--- src/rtl/apb4_ram_slave.sv ---
// APB4 completer backed by a register-array RAM. It supports optional wait states and
// PSTRB byte-lane writes, and raises PSLVERR on out-of-range or write-protected access.
module apb4_ram_slave #(
   parameter int unsigned ADDR_WIDTH  = 8,
   parameter int unsigned DATA_WIDTH  = 32,
   parameter int unsigned DEPTH       = 64,
   parameter int unsigned WAIT_STATES = 0,
   parameter int unsigned RO_BASE     = 48
) (
   input  logic                    PCLK,
   input  logic                    PRESET_N,
   input  logic                    PSEL,
   input  logic                    PENABLE,
   input  logic                    PWRITE,
   input  logic [ADDR_WIDTH-1:0]   PADDR,
   input  logic [DATA_WIDTH-1:0]   PWDATA,
   input  logic [DATA_WIDTH/8-1:0] PSTRB,
   output logic [DATA_WIDTH-1:0]   PRDATA,
   output logic                    PREADY,
   output logic                    PSLVERR
);

   localparam int unsigned NB  = DATA_WIDTH / 8;
   localparam int unsigned OFF = (NB > 1) ? $clog2(NB) : 0;
   localparam int unsigned AW  = (DEPTH > 1) ? $clog2(DEPTH) : 1;

   typedef enum logic {StIdle, StAccess} state_e;

   state_e                state_q;
   logic [3:0]            cnt_q;
   logic [AW-1:0]         idx_q;
   logic                  write_q;
   logic                  err_q;
   logic [DATA_WIDTH-1:0] prdata_q;
   logic [DATA_WIDTH-1:0] mem [DEPTH];

   logic [ADDR_WIDTH-1:0] idx;
   logic [AW-1:0]         midx;
   logic                  oor;
   logic                  prot;
   logic                  err;

   assign idx  = PADDR >> OFF;
   assign midx = idx[AW-1:0];
   assign oor  = 32'(idx) >= DEPTH;
   assign prot = PWRITE && (32'(idx) >= RO_BASE);
   assign err  = oor || prot;

   always_ff @(posedge PCLK or negedge PRESET_N) begin
      if (!PRESET_N) begin
         state_q  <= StIdle;
         cnt_q    <= '0;
         idx_q    <= '0;
         write_q  <= 1'b0;
         err_q    <= 1'b0;
         prdata_q <= '0;
         for (int i = 0; i < int'(DEPTH); i++) mem[i] <= '0;
      end else begin
         case (state_q)
            StIdle: begin
               if (PSEL && !PENABLE) begin
                  state_q <= StAccess;
                  idx_q   <= midx;
                  write_q <= PWRITE;
                  err_q   <= err;
                  cnt_q   <= 4'(WAIT_STATES);
                  // Read data is fetched at setup and held until the next read setup
                  if (!PWRITE) prdata_q <= err ? '0 : mem[midx];
               end
            end
            StAccess: begin
               if (!PSEL) begin
                  // Dropped select mid-transfer: abandon silently, nothing is written
                  state_q <= StIdle;
               end else if (cnt_q != 4'd0) begin
                  cnt_q <= cnt_q - 4'd1;
               end else if (PENABLE) begin
                  state_q <= StIdle;
                  if (write_q && !err_q) begin
                     for (int b = 0; b < int'(NB); b++) begin
                        if (PSTRB[b]) mem[idx_q][8*b +: 8] <= PWDATA[8*b +: 8];
                     end
                  end
               end
            end
            default: state_q <= StIdle;
         endcase
      end
   end

   assign PREADY  = (state_q == StAccess) && (cnt_q == 4'd0);
   assign PSLVERR = PREADY && err_q;
   assign PRDATA  = prdata_q;

endmodule

--- config.mk ---
export PLATFORM = sky130hd
export DESIGN_NAME = apb4_ram_slave
export DESIGN_NICKNAME = d
export VERILOG_FILES = /design/src/rtl/apb4_ram_slave.sv
export SDC_FILE = /design/constraint.sdc
export NUM_CORES = 2
export LEC_CHECK = 0
export BUFFER_PORTS_ARGS = -buffer_cell sky130_fd_sc_hd__buf_2
export CORE_MARGIN = 10
export CORE_UTILIZATION = 60
export DETAILED_ROUTE_END_ITERATION = 10
export PLACE_DENSITY_LB_ADDON = 0.15
export RECOVER_POWER = 100
export SLEW_MARGIN = 30
export SYNTH_ARGS = -nofsm -noshare
export SYNTH_HDL_FRONTEND = slang
export SYNTH_SLANG_ARGS = --single-unit
--- constraint.sdc ---
create_clock -name PCLK -period 2.96 [get_ports PCLK]
set_input_delay 0.148 -clock PCLK [delete_from_list [all_inputs] [get_ports PCLK]]
set_output_delay 0.148 -clock PCLK [all_outputs]
set_load 0.05 [all_outputs]
==> impl_metrics.ini <==
[timing]
worst_clock_skew_ps = 40.94
period_share = 0.9776
max-slew-margin-rel = -0.3720
tns_ps = 0
setup-violations-final = 0
max_freq_mhz = 345.6
rsz0062_at_grt = false
fin_ws_ps = 66.26
slew_violations = 25
fin_crit_ps = 2894
tightest_slew_ps = 2058
hold_violations = 0

[floorplanning]
die_area_um2 = 175100
row_count = 146
ios = 83
core_area_um2 = 158000
fp.dieH_um = 418.5
die_w_um = 418.5
initial_utilization = 0.6029

[routing]
drcViolationCount = 0
post_drt_wl_per_cell_um = 31.41
drt_wl_total_um = 274500
drt_iter0_drc = 5025
vias_per_cell = 6.559
vias = 57340
ant_nets = 0
first_pass_iters = 5

[final_layout]
final_cells = 8742
layout_common_cells = 2093 x dfrtp_1, 2071 x mux2_2, 462 x mux4_2
final_common_cell = dfrtp_1
layout-drive-gt1-share = 0.5246
fin_nets = 6536
area_growth_pct = 12.53
finalInstanceArea_um2 = 107200

[power_and_ir_drop]
vdd_ir_drop_max_mv = 0.6273
p_per_area_nw_per_um2 = 572.4
total_power_mw = 61.36
p_leak_nw = 51.70

[setup_path]
cp_slowest_cell = dfrtp_1
path_max_fanout = 13
crit_required_ps = 3680
arrival_ps = 3610
crit_path_max_incr_delay_ps = 650
crit_chain = nor3b_2 -> nand2_1 -> clkbuf_1 -> nor2_2 -> clkbuf_2 -> mux2_2
worst-r2r-setup-slack_ps = 70
startpoint_type = flop
path_class = flop to flop
crit_path_end_kind = flop

[synth]
synth_edf_count = 0
yosysSeqAreaShare = 0.5498
avgSynthCellArea_um2 = 15.57
syn_nets = 6167
synth-seq-cells = 2093
netlist_instances = 6117
yosysUniqueCellTypes = 47
async_reset_ff_frac = 1.000
synth_area_um2 = 95260
yosysWarnings = 0
ys.flop_type = dfrtp_1

[run_status]
violations = max-capacitance violations, max-slew violations
status = finished, violations left

[place]
place_area_um2 = 100900
place_ws_ps = -101.1
gp_congestion = 0.9155
dp_cells = 8311
port_buffers = 80
hpwl_um = 187700

[cts]
post-cts-setup-buffer-count = 0
cts_made_buffers = 212
cts.reportedPaths.clkPinSlew_ps = 60
cts_buffer_depth = 3
clk_latency_ps = 860
root_buffer = clkbuf_16
cts_tree = done
htreeDepth = 4
clock_sinks = 2093

[global_routing]
grt_max_degree = 113
grt_use_total = 0.3162
grt_pass1_wl_um = 409000
grt_pass1_vias = 59970
globalRoute.totalOverflow = 0
antenna_found_initial = 14

[worst_hold_path]
hp-class = input port to flop

[run]
drv_cap = 1
==> critical path, delay by kind of cell (launching register included) <==
kind	cells	cell delay, ps
DFF	1	650
and+or+nand+nor	3	1110
muxes	1	380
buffers and inverters	2	610
==> layer usage <==
metal / track usage / part of all wire / vias to the layer above / wire (um)
li1: - / - / 23610 / -
met1: 0.4323 / 0.40 / 31070 / 111100
met2: 0.4911 / 0.47 / 2023 / 127900
met3: 0.07127 / 0.078 / 609 / 21320
met4: 0.1335 / 0.051 / 17 / 14130
met5: 0.0002733 / 0.00051 / - / 141
==> repair_timing <==
| action | CTS | global route |
|---|---|---|
| endpoints found under the setup margin | 228 | 79 |
| gates resized for setup | 3 | 3 |
| endpoints found under the hold margin | 1854 | 9 |
| hold buffers | 32 | 1 |
==> Yosys cell counts (3+ instances only) <==
library cell  number  area [um^2]
dfrtp_1         2093        52380
a2111oi_0          7        61.31
clkbuf_1         269         1010
nor2_2           118        738.2
mux4_2           462        10400
buf_4             26        195.2
inv_1              8        30.03
a22o_1             8        70.07
a31oi_1           19        118.9
o32a_1            21        210.2
buf_1             53        198.9
a211oi_1          15        112.6
mux2_2          2072        23330
a211o_1           17        148.9
mux2i_1          143         1431
a41oi_1           17        148.9
or2_2              6        37.54
and3_1             4        25.02
o221ai_1          24        210.2
and2_1             9        56.30
and3b_1            3        26.28
nor2_4            75        844.6
o21ai_0           30        150.1
nor4_1             5        31.28
nand3_1            4        20.02
nor2b_1           20        125.1
a21oi_1           33        165.2
nor3b_2            7        87.58
or3_1              3        18.77
nand2_1          166        623.1
nand2b_1          14        87.58
a22oi_1           85        638.1
nor2_1            66        247.7
o2111ai_1          3        26.28
nor3_1            20        100.1
o22ai_1           77        481.7
buf_2             93        465.5
nand3b_1           5        37.54
buf_6              9        101.4
==> area by class of cell <==
| class | count | area, um^2 |
|---|---|---|
| Antenna cell | 4 | 10.01 |
| Clock buffer | 326 | 6256 |
| Clock inverter | 68 | 885.9 |
| Fill cell | 10990 | 50820 |
| Inverter | 8 | 30.03 |
| Multi-Input combinational cell | 3566 | 40550 |
| Sequential cell | 2093 | 52380 |
| Tap cell | 2072 | 2592 |
| Timing Repair Buffer | 605 | 4498 |
==> where the power goes <==
| part | internal, mW | leakage, nW | switching, mW |
|---|---|---|---|
| Sequential | 29.1 | 29.1 | 0.426 |
| Clock | 15.9 | 3.52 | 11.5 |
| Combinational | 1.37 | 19.0 | 3.06 |
==> stage by stage <==
step           hold slack [ps]  utilization
2_1_floorplan           -147.6            -
3_3_place_gp             149.8       0.6384
3_5_place_dp             157.9       0.6387
4_1_cts                  4.021       0.6860
5_1_grt                  21.86       0.6783
6_report                 49.39       0.6784
==> sequential cells by signal (all words and copies together) (netlist names) <==
name     count
mem       2048
state_q      1
err_q        1
PRDATA      32
write_q      1
idx_q        6
cnt_q        4
==> path summary, 6_finish.rpt <==
path / from / end / cells after the start
min in group asynchronous: PRESET_N / mem[17]$_DFFE_PN0P_ / 3
min: PSTRB[2] / mem[1201]$_DFFE_PN0P_ / 4
min reg2reg: mem[91]$_DFFE_PN0P_ / mem[91]$_DFFE_PN0P_ / 1
max in group asynchronous: PRESET_N / mem[478]$_DFFE_PN0P_ / 4
max reg2reg: idx_q[3]$_DFFE_PN0P_ / mem[1772]$_DFFE_PN0P_ / 6
max: idx_q[3]$_DFFE_PN0P_ / mem[1772]$_DFFE_PN0P_ / 6
==> logic make-up after synthesis <==
family	synth area share
mux	0.3692
fa+ha+maj	0.0001313
compound gates	0.02686
flops	0.5498
simple gates	0.03303
buf+inv	0.02100
Power figures use the tool's default switching activity.
